### src/rtl/config_pkg.sv
// Core configuration record shared by scoreboard-side blocks.
// Only the fields the ID allocator consumes are carried here.
package config_pkg;

    typedef struct packed {
        int unsigned NR_SB_ENTRIES;
        int unsigned TRANS_ID_BITS;
        int unsigned NrIssuePorts;
        int unsigned NrCommitPorts;
    } cva6_cfg_t;

    localparam cva6_cfg_t cva6_cfg_empty = '{
        NR_SB_ENTRIES: 8,
        TRANS_ID_BITS: 3,
        NrIssuePorts:  2,
        NrCommitPorts: 2
    };

endpackage

### src/rtl/sb_id_allocator.sv
// Purpose: circular allocator of scoreboard transaction IDs, in-order issue and in-order retire.
// Latency: grants and IDs are combinational in the request cycle; count_o updates one edge later.
// Backpressure: grants are withheld per port when registered free slots run out or on flush.
module sb_id_allocator #(
    parameter config_pkg::cva6_cfg_t CVA6Cfg = config_pkg::cva6_cfg_empty
) (
    input  logic                                                  clk_i,
    input  logic                                                  rst_ni,
    input  logic                                                  flush_i,
    input  logic [CVA6Cfg.NrIssuePorts-1:0]                       alloc_req_i,
    output logic [CVA6Cfg.NrIssuePorts-1:0]                       alloc_gnt_o,
    output logic [CVA6Cfg.NrIssuePorts*CVA6Cfg.TRANS_ID_BITS-1:0] alloc_id_o,
    input  logic [CVA6Cfg.NrCommitPorts-1:0]                      commit_ack_i,
    output logic [CVA6Cfg.NrCommitPorts*CVA6Cfg.TRANS_ID_BITS-1:0] commit_id_o,
    output logic [CVA6Cfg.TRANS_ID_BITS:0]                        count_o,
    output logic                                                  full_o,
    output logic                                                  empty_o
);

    localparam int unsigned NR = CVA6Cfg.NR_SB_ENTRIES;
    localparam int unsigned TW = CVA6Cfg.TRANS_ID_BITS;
    localparam int unsigned NI = CVA6Cfg.NrIssuePorts;
    localparam int unsigned NC = CVA6Cfg.NrCommitPorts;
    localparam int unsigned CW = TW + 1;

    logic [TW-1:0] issue_ptr_q, issue_ptr_d;
    logic [TW-1:0] commit_ptr_q, commit_ptr_d;
    logic [CW-1:0] count_q, count_d;

    logic [CW-1:0] free_slots;
    logic [CW-1:0] n_alloc;
    logic [CW-1:0] n_commit;
    logic          alloc_ok;
    logic          commit_ok;

    always_comb begin
        free_slots  = CW'(NR) - count_q;
        alloc_gnt_o = '0;
        n_alloc     = '0;
        alloc_ok    = !flush_i;
        // Grants form a prefix; free slots come from the registered count only.
        for (int k = 0; k < int'(NI); k++) begin
            alloc_ok       = alloc_ok && alloc_req_i[k] && (free_slots > CW'(k));
            alloc_gnt_o[k] = alloc_ok;
            if (alloc_ok) n_alloc = n_alloc + CW'(1);
        end

        n_commit  = '0;
        commit_ok = 1'b1;
        // Acks beyond current occupancy fall out of the prefix and are dropped.
        for (int k = 0; k < int'(NC); k++) begin
            commit_ok = commit_ok && commit_ack_i[k] && (count_q > CW'(k));
            if (commit_ok) n_commit = n_commit + CW'(1);
        end

        for (int k = 0; k < int'(NI); k++) begin
            alloc_id_o[k*TW +: TW] = issue_ptr_q + TW'(k);
        end
        for (int k = 0; k < int'(NC); k++) begin
            commit_id_o[k*TW +: TW] = commit_ptr_q + TW'(k);
        end

        if (flush_i) begin
            issue_ptr_d  = '0;
            commit_ptr_d = '0;
            count_d      = '0;
        end else begin
            issue_ptr_d  = TW'(issue_ptr_q + n_alloc);
            commit_ptr_d = TW'(commit_ptr_q + n_commit);
            count_d      = count_q + n_alloc - n_commit;
        end
    end

    always_ff @(posedge clk_i or negedge rst_ni) begin
        if (!rst_ni) begin
            issue_ptr_q  <= '0;
            commit_ptr_q <= '0;
            count_q      <= '0;
        end else begin
            issue_ptr_q  <= issue_ptr_d;
            commit_ptr_q <= commit_ptr_d;
            count_q      <= count_d;
        end
    end

    assign count_o = count_q;
    assign full_o  = (count_q == CW'(NR));
    assign empty_o = (count_q == '0);

endmodule
### config.mk
export PLATFORM = sky130hd
export DESIGN_NAME = sb_id_allocator
export DESIGN_NICKNAME = d
export VERILOG_FILES = /design/src/rtl/config_pkg.sv /design/src/rtl/sb_id_allocator.sv
export SDC_FILE = /design/constraint.sdc
export NUM_CORES = 1
export LEC_CHECK = 0
export ABC_CLOCK_PERIOD_IN_PS = 6700
export CAP_MARGIN = 5
export CORE_MARGIN = 1
export CORE_UTILIZATION = 24
export DETAILED_ROUTE_END_ITERATION = 10
export HOLD_SLACK_MARGIN = 0.08
export PLACE_DENSITY = 0.56
export SETUP_SLACK_MARGIN = 0.05
export SYNTH_ARGS = -nofsm -noshare
export SYNTH_HDL_FRONTEND = slang
export SYNTH_SLANG_ARGS = --single-unit
### constraint.sdc
create_clock -name clk_i -period 6.7 [get_ports clk_i]
set_input_delay 1.34 -clock clk_i [delete_from_list [all_inputs] [get_ports clk_i]]
set_output_delay 1.34 -clock clk_i [all_outputs]
set_load 0.05 [all_outputs]
Word level (Yosys, flattened, before mapping)
Index checks and enable logic that the tools add are counted.
{ "totals": {"ff_bits": 10, "in_bits": 7, "output_inout_bits": 20, "elab_cells": 33} }
{ "classes": {"n_addsub": 9, "order_cmp": 4, "eq_ne": 1, "muxes": 7, "reduce_logical": 9} }
{ "ops": {"columns": ["cell", "count"], "rows": [
  ["$gt 4x1->1 const B", 4],
  ["$mux 4", 3],
  ["$add 4x1->4 const B", 2],
  ["$logic_and 1x1->1", 7],
  ["$add 3x1->3 const B", 2],
  ["$add 3x3->3", 2],
  ["$mux 3", 2],
  ["$add 4x4->4", 1],
  ["$eq 4x4->1 const B", 1],
  ["$logic_not 4->1", 1],
  ["$sub 4x4->4", 1],
  ["$sub 4x4->4 const A", 1],
  ["$mux 1", 2],
  ["$logic_not 1->1", 1]
]} }

Logic depth before layout (Yosys ltp)
{ "logic_depth": {"depth_word": 9, "depth_mapped": 12, "mapped_depth_nobuf": 12} }

Worst setup path before layout
OpenSTA, ideal clock, no wires.
{ "synth_timing": {"path_kind": "input-to-output", "start": "input alloc_req_i[0]", "end": "output alloc_gnt_o[1]", "arrival_time_ns": 2.729, "required_ns": 5.360, "path_slack_ns": 2.631, "cell_stages": 4, "n_path_buf": 1, "path_cell_list": "inv_1 a311oi_2 o311a_1 buf_4"} }
{ "synth_via": {"elab_chain_len": 4} }
{ "synth_lines": {"columns": ["item", "line_no", "source"], "rows": [
  ["from (decl)", "sb_id_allocator.sv:10", "input logic [CVA6Cfg.NrIssuePorts-1:0] alloc_req_i,"],
  ["$logic_and 1x1->1 (2 in series)", "sb_id_allocator.sv:43", "alloc_ok = alloc_ok && alloc_req_i[k] && (free_slots > CW'(k));"],
  ["named net alloc_gnt_o[0]", "sb_id_allocator.sv:11", "output logic [CVA6Cfg.NrIssuePorts-1:0] alloc_gnt_o,"],
  ["$logic_and 1x1->1 (2 in series)", "sb_id_allocator.sv:43", null],
  ["to (decl)", "sb_id_allocator.sv:11", null]
]} }
The timed path passes the listed nets, and every way through them passes these cells.

Worst setup path in the final report
{ "layout_timing": {"start": "input flush_i", "end": "output alloc_gnt_o[1]"} }
{ "layout_via": {"elab_chain_len": 5} }
{ "layout_lines": {"columns": ["item", "line_no", "source"], "rows": [
  ["from (decl)", "sb_id_allocator.sv:9", "input logic flush_i,"],
  ["$logic_not 1->1", "sb_id_allocator.sv:40", "alloc_ok = !flush_i;"],
  ["$logic_and 1x1->1 (4 in series)", "sb_id_allocator.sv:43", null]
]} }
Every way passes these cells.

==> run_results.csv <==
group,metric,value,unit
run_status,outcome,"finished, violations left",
run_status,failed_checks,"design-rule violations",
routing,vias,578,
finish,finish.net_count,126,
synth,mappedNetlistArea,753.2,sq um
routing,route.final.wire_length,1588,microns
power,p_leak,0.5115,nW
critical_path,r2r_setup_slack,4.01,ns
critical_path,timing.rr.start,"count_o[1]$_DFF_PN0_",
synth,synth-edff-count,0,
floorplanning,initial_core_util,26.40,%
synth,synth_common_cells,"sky130_fd_sc_hd__inv_1 (14), sky130_fd_sc_hd__ha_1 (13), sky130_fd_sc_hd__dfrtp_1 (10)",
global_routing,antenna_found_initial,0,
synth,synth_async_sr_flop_share,100.0,%
synth,synth_nets,97,
placed_design,port_buffers,26,
floorplanning,row_count,19,
clocking,cts_tree,"yes",
sta,final_hold_viol_count,0,
routing,detail_route.first_pass.iterations,7,
finish,layout.cells.non_filler,132,
finish,final_layout_size_suffix_gt1_share,8.911,%
synth,synth_top_cells_by_area,"sky130_fd_sc_hd__dfrtp_1 (33%), sky130_fd_sc_hd__ha_1 (22%), sky130_fd_sc_hd__fa_1 (11%)",
synth,synth_most_common_cell,"sky130_fd_sc_hd__inv_1",
sta,final.setup.tns,0,ns
synth,synthesis.instances,73,
placed_design,gp_congestion,0.7157,
floorplanning,die_h,58.02,microns
routing,drt-vias-per-instance,4.379,
global_routing,first_global_vias,586,
clocking,post_cts_repair_resize_count,0,
flow_run,drv.max_cap_violation_count,0,
worst_hold_path,worst_hold_startpoint,"commit_ptr_q[2]$_DFF_PN0_",
clocking,cts.path.max_buffers,2,
synth,yosysTopAreaCell,"sky130_fd_sc_hd__dfrtp_1",
synth,synth_warnings,0,
routing,drcViolationCount,2,
synth,synth_cell_type_count,21,
floorplanning,die_w,58.02,microns
floorplanning,design.portCount,27,
sta,tightestPinTransition,0.5000,ns
clocking,htreeDepth,1,
sta,final.setup_skew,0.001850,ns
placed_design,detailedPlacementHpwl,1286,microns
synth,synthesis.area_per_instance,10.32,sq um
clocking,cts_sinks,10,
sta,timing.fmax,0.2105,GHz
placed_design,dp_cells,128,
synth,postSynth.topFlopCell,"sky130_fd_sc_hd__dfrtp_1",
critical_path,critPathMaxFanout,12,
clocking,post_cts_hold_buffer_count,0,
clocking,root_buffer_cell,"sky130_fd_sc_hd__clkbuf_4",
floorplanning,core,0.002853,sq mm
global_routing,grt_pass1_wl,2732,microns
power,vdd_drop_max,0.0001309,V
finish,signed_area_change_from_the_synthesized_netlist_to_the_final_layout,42.86,%
critical_path,cp_data_arrival_time,3.41,ns
clocking,insertion_delay,0.26,ns
critical_path,regToRegEndpoint,"count_o[2]$_DFF_PN0_",
worst_hold_path,worst_hold_path_type,"reg -> reg",
synth,ys_seq_elements,10,
power,report.power.total,483.7,uW
worst_hold_path,worst_hold_path.num_cells,2,
critical_path,startpoint_type,"input pin",
routing,detail-route-antenna-nets,0,
global_routing,gr-usage-all-layers,11.19,%
routing,route.detailed.wl_per_inst,12.03,microns
synth,sequential_cell_area_fraction_in_the_yosys_report,33.22,%
clocking,worst_setup_hold_path_clk_slew,0.07,ns
clocking,cts-buffers-inserted,3,
critical_path,rr_worst_depth,10,
global_routing,remaining_global_route_overflow,0,
critical_path,endpoint_kind,"output port",
routing,drtIter0Drc,14,
finish,diodes,0,
global_routing,grt_start_max_net_pins,13,
sta,final.hold.worst_slack,0.5998,ns
synth,synth_top_area_share,33.22,%
sta,setup_repair_after_global_routing_missed_its_margin,"false",
worst_hold_path,min_to,"commit_ptr_q[2]$_DFF_PN0_",
sta,slew_viol_final,0,
sta,timing.max_slew.rel_slack,66.56,%
sta,setup_viol,0,
critical_path,cp_data_required_time,5.36,ns
clocking,post-cts-setup-buffers,0,
critical_path,critPathKind,"in -> out",
sta,final_min_period_over_clock_period,70.90,%
floorplanning,dieArea,0.003366,sq mm
power,power_density,449.5,mW/mm^2
sta,fin_crit,4.751,ns
## per-layer routing
metal / vias to the layer above / GRT usage, % / wire length, microns
met5: - / 0 / 0
met4: 0 / 7.143 / 46
li1: 285 / - / -
met1: 269 / 14.47 / 701
met3: 5 / 2.232 / 86
met2: 19 / 17.08 / 753
## area by class of cell
cell class | count | area (sq um)
flip-flops and latches | 10 | 250.2
well taps | 31 | 38.79
clock buffers | 4 | 36.28
multi-input cells | 47 | 437.9
inverters | 14 | 52.55
repair buffers | 26 | 260.3
fillers | 300 | 1777
## cells by family (layout without fill, tap and decap cells)
family	Yosys count	in the layout	synth area share, %
buffers and inverters	16	44	8.638
DFF	10	10	33.22
and+or+nand+nor	19	19	13.62
xor gates and xnor gates	5	5	5.815
AOI/OAI and AO/OA	6	6	6.478
adders and majority gates	17	17	32.23
## state kept, by name, indices dropped and copies added, names as in the netlist
name / flops
count_o: 4
commit_ptr_q: 3
issue_ptr_q: 3
## worst max-delay path, cell delays in order
cell and delay, ns:
sky130_fd_sc_hd__clkdlybuf4s50_1 0.64, sky130_fd_sc_hd__a311oi_2 0.38, sky130_fd_sc_hd__o311a_1 0.25, sky130_fd_sc_hd__clkdlybuf4s50_1 0.80
## through the flow
stage | instance area (sq um) | utilization [%] | setup WS, ns
6_report | 1076 | 37.72 | 1.950
3_3_place_gp | 1040 | 36.45 | 1.996
3_5_place_dp | 1040 | 36.45 | 1.952
4_1_cts | 1076 | 37.72 | 1.945
2_1_floorplan | 753.2 | - | 2.631
5_1_grt | 1076 | 37.72 | 1.807
## worst max-delay path by stage
stage	from	to	slack, ns	cells past startpoint
after global placement	flush_i	alloc_gnt_o[1]	2.00	4
after CTS	flush_i	alloc_gnt_o[1]	1.94	4
after floorplan	alloc_req_i[0]	alloc_gnt_o[1]	2.63	4
final	flush_i	alloc_gnt_o[1]	1.95	4
after global routing	flush_i	alloc_gnt_o[1]	1.81	4
after detailed placement	flush_i	alloc_gnt_o[1]	1.95	4
## cell usage in the layout (no fill, tap or decap)
cell type and n:
sky130_fd_sc_hd__ha_1 13, sky130_fd_sc_hd__nand2_1 2, sky130_fd_sc_hd__clkbuf_4 3, sky130_fd_sc_hd__clkdlybuf4s50_1 26, sky130_fd_sc_hd__xnor2_1 2, sky130_fd_sc_hd__nand3_1 1
sky130_fd_sc_hd__clkbuf_8 1, sky130_fd_sc_hd__xor2_1 3, sky130_fd_sc_hd__dfrtp_1 10, sky130_fd_sc_hd__o21ai_0 1, sky130_fd_sc_hd__o311a_1 1, sky130_fd_sc_hd__and3_1 1
sky130_fd_sc_hd__a311oi_2 1, sky130_fd_sc_hd__nor2_1 5, sky130_fd_sc_hd__nor2_2 1, sky130_fd_sc_hd__nor2b_1 6, sky130_fd_sc_hd__a31o_2 1, sky130_fd_sc_hd__a21oi_1 2
sky130_fd_sc_hd__fa_1 4, sky130_fd_sc_hd__and2_2 2, sky130_fd_sc_hd__inv_1 14, sky130_fd_sc_hd__nand2b_1 1
## power by group
part	switching [mW]	internal [mW]	total, mW
Combinational	0.209	0.125	0.333
Clock	0.0215	0.0330	0.0545
Sequential	0.0189	0.0770	0.0958
Note: power is estimated with default switching activity, not from simulation.
